**src/rtl/memory_access_pkg.sv**
```systemverilog
// Shared types for the RV64 memory stage: execute/memory bundles, data-bus
// request/response, access-size encoding and the stage FSM states.
package memory_access_pkg;

   localparam int DBUS_W = 64;

   typedef enum logic [2:0] {
      MSIZE1 = 3'd0,
      MSIZE2 = 3'd1,
      MSIZE4 = 3'd2,
      MSIZE8 = 3'd3
   } msize_t;

   typedef enum logic [1:0] {
      IDLE,
      REQ,
      WAIT,
      DONE
   } ms_state_t;

   typedef struct packed {
      logic              valid;
      logic              reg_write;
      logic              mem_to_reg;
      logic              mem_write;
      logic [DBUS_W-1:0] aluout;
      logic [DBUS_W-1:0] write_data;
      logic [4:0]        write_reg;
      logic [63:0]       pc_now;
      logic [31:0]       raw_instr;
   } data_execute_t;

   typedef struct packed {
      logic              valid;
      logic              reg_write;
      logic [4:0]        write_reg;
      logic [DBUS_W-1:0] result;
      logic              misaligned;
      logic [63:0]       pc_now;
      logic [31:0]       raw_instr;
   } data_memory_t;

   typedef struct packed {
      logic              valid;
      logic [63:0]       addr;
      msize_t            size;
      logic [7:0]        strobe;
      logic [DBUS_W-1:0] data;
   } dbus_req_t;

   typedef struct packed {
      logic              addr_ok;
      logic              data_ok;
      logic [DBUS_W-1:0] data;
   } dbus_resp_t;

   // Number of bytes touched for funct3[1:0] = 0/1/2/3.
   function automatic logic [3:0] size_bytes(input logic [1:0] f);
      size_bytes = 4'd1 << f;
   endfunction

   // Low-address bits that must be zero for a naturally aligned access.
   function automatic logic [2:0] size_mask(input logic [1:0] f);
      logic [3:0] nb;
      nb = size_bytes(f) - 4'd1;
      size_mask = nb[2:0];
   endfunction

endpackage

```
**src/rtl/memory_access_align.sv**
```systemverilog
// Combinational lane logic: store strobe/data placement, load shift and
// sign/zero extension, and natural-alignment check.
module mem_align
   import memory_access_pkg::*;
(
   input  logic [2:0]        funct3,
   input  logic [2:0]        addr_lo,
   input  logic [DBUS_W-1:0] write_data,
   input  logic [DBUS_W-1:0] read_data,
   output logic [7:0]        strobe,
   output logic [DBUS_W-1:0] store_data,
   output logic [DBUS_W-1:0] load_data,
   output logic              misaligned
);

   logic [3:0]        nbytes;
   logic [5:0]        sh;
   logic [DBUS_W-1:0] raw;
   logic              sext;

   assign nbytes     = size_bytes(funct3[1:0]);
   assign sh         = {addr_lo, 3'b000};
   assign misaligned = (addr_lo & size_mask(funct3[1:0])) != 3'd0;
   assign store_data = write_data << sh;
   assign raw        = read_data >> sh;
   assign sext       = ~funct3[2];

   // Byte lane gi is enabled when it lies inside [addr_lo, addr_lo+nbytes).
   genvar gi;
   generate
      for (gi = 0; gi < 8; gi++) begin : g_lane
         assign strobe[gi] = (4'(gi) >= {1'b0, addr_lo}) &&
                             (4'(gi) <  ({1'b0, addr_lo} + nbytes));
      end
   endgenerate

   always_comb begin
      load_data = raw;
      case (funct3[1:0])
         2'd0:    load_data = {{56{raw[7]  & sext}}, raw[7:0]};
         2'd1:    load_data = {{48{raw[15] & sext}}, raw[15:0]};
         2'd2:    load_data = {{32{raw[31] & sext}}, raw[31:0]};
         default: load_data = raw;
      endcase
   end

endmodule

```
**src/rtl/memory_access.sv**
```systemverilog
// Memory stage: issues data-bus requests for aligned loads/stores, stalls
// upstream while the access is outstanding, and forwards everything else.
module memory_access
   import memory_access_pkg::*;
#(
   parameter int DATA_W = 64
)
(
   input  logic          clk,
   input  logic          reset,
   input  data_execute_t data_e,
   input  logic          stall_in,
   output dbus_req_t     dreq,
   input  dbus_resp_t    dresp,
   output data_memory_t  data_m,
   output logic          stall_m
);

   ms_state_t         state_reg;
   logic [DATA_W-1:0] buffer_reg;

   logic [2:0]        funct3;
   logic              is_mem;
   logic              is_load;
   logic              misaligned;
   logic              issue_cond;
   logic              issue;
   logic [7:0]        strobe;
   logic [DBUS_W-1:0] store_data;
   logic [DBUS_W-1:0] load_data;

   assign funct3  = data_e.raw_instr[14:12];
   assign is_mem  = data_e.valid & (data_e.mem_to_reg | data_e.mem_write);
   assign is_load = data_e.mem_to_reg;

   mem_align u_align (
      .funct3     (funct3),
      .addr_lo    (data_e.aluout[2:0]),
      .write_data (data_e.write_data),
      .read_data  (buffer_reg),
      .strobe     (strobe),
      .store_data (store_data),
      .load_data  (load_data),
      .misaligned (misaligned)
   );

   // The issue-cycle request is combinational, so it is also masked by reset.
   assign issue_cond = (state_reg == IDLE) & is_mem & ~misaligned;
   assign issue      = issue_cond & ~reset;
   assign stall_m    = issue | (state_reg == REQ) | (state_reg == WAIT);

   always_comb begin
      dreq       = '0;
      dreq.valid = issue | (state_reg == REQ);
      dreq.addr  = data_e.aluout;
      dreq.size  = msize_t'({1'b0, funct3[1:0]});
      if (!is_load) begin
         dreq.strobe = strobe;
         dreq.data   = store_data;
      end
   end

   always_comb begin
      data_m           = '0;
      data_m.write_reg = data_e.write_reg;
      data_m.pc_now    = data_e.pc_now;
      data_m.raw_instr = data_e.raw_instr;
      if (state_reg == DONE) begin
         data_m.valid     = 1'b1;
         data_m.reg_write = data_e.reg_write & data_e.mem_to_reg;
         data_m.result    = is_load ? load_data : '0;
      end else if ((state_reg == IDLE) && !stall_m && !reset) begin
         data_m.valid = data_e.valid;
         if (is_mem) begin
            // Only a misaligned access reaches here: dropped without a bus cycle.
            data_m.misaligned = 1'b1;
         end else begin
            data_m.reg_write = data_e.reg_write;
            data_m.result    = data_e.aluout;
         end
      end
   end

   always_ff @(posedge clk or posedge reset) begin
      if (reset) begin
         state_reg  <= IDLE;
         buffer_reg <= '0;
      end else begin
         case (state_reg)
            IDLE: begin
               if (issue_cond) begin
                  if (dresp.addr_ok && dresp.data_ok) begin
                     state_reg  <= DONE;
                     buffer_reg <= dresp.data;
                  end else if (dresp.addr_ok) begin
                     state_reg <= WAIT;
                  end else begin
                     state_reg <= REQ;
                  end
               end
            end
            REQ: begin
               // A data_ok without addr_ok here is spurious and ignored.
               if (dresp.addr_ok && dresp.data_ok) begin
                  state_reg  <= DONE;
                  buffer_reg <= dresp.data;
               end else if (dresp.addr_ok) begin
                  state_reg <= WAIT;
               end
            end
            WAIT: begin
               if (dresp.data_ok) begin
                  state_reg  <= DONE;
                  buffer_reg <= dresp.data;
               end
            end
            DONE: begin
               if (!stall_in) begin
                  state_reg <= IDLE;
               end
            end
            default: state_reg <= IDLE;
         endcase
      end
   end

endmodule

```
**config.mk**
```make
export PLATFORM = sky130hd
export DESIGN_NAME = memory_access
export DESIGN_NICKNAME = d
export VERILOG_FILES = /design/src/rtl/memory_access_pkg.sv /design/src/rtl/memory_access_align.sv /design/src/rtl/memory_access.sv
export SDC_FILE = /design/constraint.sdc
export NUM_CORES = 1
export LEC_CHECK = 0
export CORE_AREA = 5 5 233 235
export DETAILED_ROUTE_END_ITERATION = 10
export DIE_AREA = 0 0 238 240
export PLACE_DENSITY = 0.56
export REMOVE_ABC_BUFFERS = 1
export SLEW_MARGIN = 0
export SYNTH_ARGS = -nofsm -noshare
export SYNTH_HDL_FRONTEND = slang
export SYNTH_SLANG_ARGS = --single-unit
```
**constraint.sdc**
```tcl
create_clock -name clk -period 3 [get_ports clk]
set_clock_uncertainty 0.1 [all_clocks]
set_input_delay 0.3 -clock clk [delete_from_list [all_inputs] [get_ports clk]]
set_output_delay 0.3 -clock clk [all_outputs]
set_load 0.02 [all_outputs]
```
==> summary by stage <==
Worst setup path
The critical path goes through inv_1 -> ha_1 -> nor4_2 -> and3_4 -> buf_4 -> buf_12 -> nand2_1 -> o21ai_1 -> dlygate4sd2_1. The delay of the slowest critical-path stage is 0.40 ns. STA classifies the critical path startpoint as a register. The cell family contributing the most delay on the critical path is buffers and inverters.

The worst path required time is 2.60 ns. The data arrival time at the worst-slack endpoint is 2.52 ns. The critical setup path kind is register to output port. The maximum fanout along the worst path is 12.

The slowest stage of the critical path is the sky130_fd_sc_hd__dfrtp_1 cell. The kind of end point of the critical path is an output port. The number of buffers and inverters on the critical path is 4.

Pwr
Of the total power, combinational logic draws 0.611. In this run the static leakage power is 5.60 nW. The internal power consumption is 4.31 mW.

The worst ir drop on vdd is 0.390 mV. The power per cell area is 563 mW/mm^2. The net switching fraction of the power is 0.429. The fraction of power consumed by sequential logic is 0.238. The completed layout was analyzed and its total power is 7.54 mW. The power dissipated by switching net loads is 3.23 mW. Of the total power, the clock network draws 0.150.

Min path
The worst hold path belongs to the class register to register.

Route
Before antenna repair, the detailed router went through 5 iterations. The antenna violation net count after detailed routing is 0. After detailed routing, the number of remaining DRC violations is 0.

The average wire per cell in the routed design is 28.3 um. The iteration-0 DRC count of the detailed router is 640. After detailed routing, the total wire length is 57400 um. The via-per-instance ratio is 4.62.

The routed via count is 9362.

Die
The die covers 0.0571 mm^2. From bottom edge to top edge, the die measures 240 um. Row generation in the floorplan step produced 84 rows.

For this configuration, the core starts out at a cell density of 0.164. The area of the core is 0.0520 mm^2. From left edge to right edge, the die measures 238 um. In this run the count of I/O pins placed on the die edge is 611.

Timing
In the finished design, the share of the clock period the worst path needs comes to 0.975. Measured against its own limit, the worst slew margin works out to 0.543. The final hold violation count is 0. The number of pins with negative max-slew slack in the final report is 0. Hold timing on the final database bottoms out at a slack of 0.394 ns.

The minimum clock period is 2.92 ns. The count of final setup violators is 0. At the pin with the least slew margin, the transition time is 0.686 ns. For this run, the top clock speed supported by timing is 342 MHz. The final critical-path setup slack is 0.0753 ns.

Logic synthesis
The unique cell type count in the Yosys netlist is 61. The post-synthesis instance area is 0.00851 mm^2. In the synthesized netlist, the number of instances is 1028. Counting flops with a built-in enable in the synthesized netlist gives 0. The most used flip-flop cell after synthesis is sky130_fd_sc_hd__dfrtp_1.

For this run, the register share of the synthesized area comes to 0.194. The yosys synthesis warning count is 0. The proportion of synthesized flip-flops having asynchronous set or reset is 1.00.

The per-instance average area after synthesis is 8.28 um^2. The number of synthesized register bits is 66.

Clocking
The H-tree generated during clock tree synthesis spans 3 levels. The total CTS buffers is 9. The CTS clock-pin slew for the worst setup and hold paths is 0.06 ns. The maximum root-to-sink buffer count is 2. The clock insertion delay at the later pin of the skew report is 0.35 ns. Clock tree synthesis selected as its root buffer the cell sky130_fd_sc_hd__clkbuf_16. The CTS tree is done. The quantity of hold-fixing buffers added after cts is 0. For this design, the sink count on the clock tree is 66.

Layout
In the final layout, the share of cells above drive strength 1 is 0.200. With fillers left out, the area of the finished cells amounts to 0.0134 mm^2. The register with the most flip-flops in the layout has 64 of them. The library cell used most frequently in the layout, excluding fill and tap cells, is sky130_fd_sc_hd__clkdlybuf4s50_1. For this run, the post-layout net count is 1646. In the layout the commonest cells are sky130_fd_sc_hd__clkdlybuf4s50_1 (330), sky130_fd_sc_hd__buf_4 (112), sky130_fd_sc_hd__mux2i_1 (93). For this run, the share of the core covered by cells in the final layout is 0.258. The synthesis-to-layout area growth is 57.4%.

Global routing
Entering global routing, the biggest net connects 85 pins. The initial antenna violation count was 8. In the global route stage, overall resource usage came out at 0.189. The first-pass GRT wire length is 76800 um.

The total congestion overflow after global routing is 0. The via count of the first global-routing pass is 9615.

Run
The tool flagged a number of max-cap violations equal to 0.

Outcome
The run finished with clean final reports.

Placement
The minimum setup slack after placement is -0.587 ns. Routability-driven placement finished with a final weighted congestion of 0.924. The HPWL after detailed placement is 47000 um. The count of buffers from port buffering is 413.

The cell area after placement is 0.0132 mm^2.
==> cells in the mapped netlist, drive strengths merged, types with 12 or more instances <==
cell / number / share of area
o21ai: 79 / 0.046
dfrtp: 66 / 0.19
mux4: 20 / 0.053
nand2: 85 / 0.037
nor2b: 17 / 0.012
nor2: 86 / 0.038
and2: 18 / 0.013
clkbuf: 37 / 0.016
inv: 12 / 0.0053
mux2: 86 / 0.11
buf: 209 / 0.18
a21oi: 45 / 0.026
nand2b: 12 / 0.0088
a211oi: 29 / 0.026
mux2i: 93 / 0.11
o22ai: 18 / 0.013
==> what timing repair did <==
item	CTS	global route
gates resized for setup	94	70
endpoints found under the setup margin	67	57
gates cloned	0	1
buffers inserted	0	1
pin swaps	3	2
==> cells by family after synthesis <==
logic type | Yosys count | share of synthesized area
buffers and inverters | 258 | 0.198
AND/OR/NAND/NOR | 257 | 0.140
AO/OA/AOI/OAI | 233 | 0.173
multiplexers | 199 | 0.276
flip-flops | 66 | 0.194
adder cells (fa/ha/maj) | 10 | 0.0156
XOR/XNOR | 4 | 0.00412
other | 1 | 0.000441
==> layer usage <==
metal  wire (um)  GRT usage  share of wire
met1       24000      0.234           0.42
met2       24000      0.281           0.42
met3        7960      0.111           0.14
met4         986     0.0384          0.017
met5         405     0.0530         0.0071
==> power groups by stage <==
stage | logic [mW] | registers (mW) | clock network (mW)
floorplan | 2.33 | 1.64 | 0
global placement | 4.65 | 1.80 | 0
detailed placement | 4.70 | 1.81 | 0
CTS | 4.65 | 1.79 | 1.18
global route | 4.97 | 1.86 | 1.20
finish | 4.61 | 1.80 | 1.13
==> metrics by stage <==
stage | std cells | setup TNS [ns]
3_3_place_gp | 2009 | -16.81
6_report | 2028 | 0
4_1_cts | 2025 | 0
3_5_place_dp | 2009 | -16.98
2_1_floorplan | 782 | -0.291
5_1_grt | 2027 | -0.0581
==> area by class of cell <==
cell class | count | area, um^2
antenna | 1 | 2.50
clock buffer | 9 | 225
clock inverter | 7 | 81.3
fill | 5675 | 38600
inverter | 12 | 45.0
multi-input combinational | 704 | 5260
sequential | 66 | 1650
tap | 688 | 861
timing repair buffer | 541 | 5280
==> worst register-to-register path, delay by kind of cell, from the launching register on <==
family | cells | cell delay (ns)
flip-flops | 1 | 0.41
AND/OR/NAND/NOR | 2 | 0.18
buffers and inverters | 3 | 0.57
multiplexers | 1 | 0.44
adder cells (fa/ha/maj) | 1 | 0.22
==> worst paths after layout <==
path                               start             end  slack [ns]  depth (start not counted)
max in group asynchronous          reset  buffer_reg[56]        1.41                          5
min                        buffer_reg[7]   buffer_reg[7]        0.39                          1
max                         state_reg[0]     data_m[134]        0.08                          9
min reg2reg                buffer_reg[7]   buffer_reg[7]        0.39                          1
max reg2reg                 state_reg[1]  buffer_reg[36]        0.98                          7
min in group asynchronous          reset    state_reg[0]        0.40                          4
Note: power is estimated with default switching activity, not from simulation.
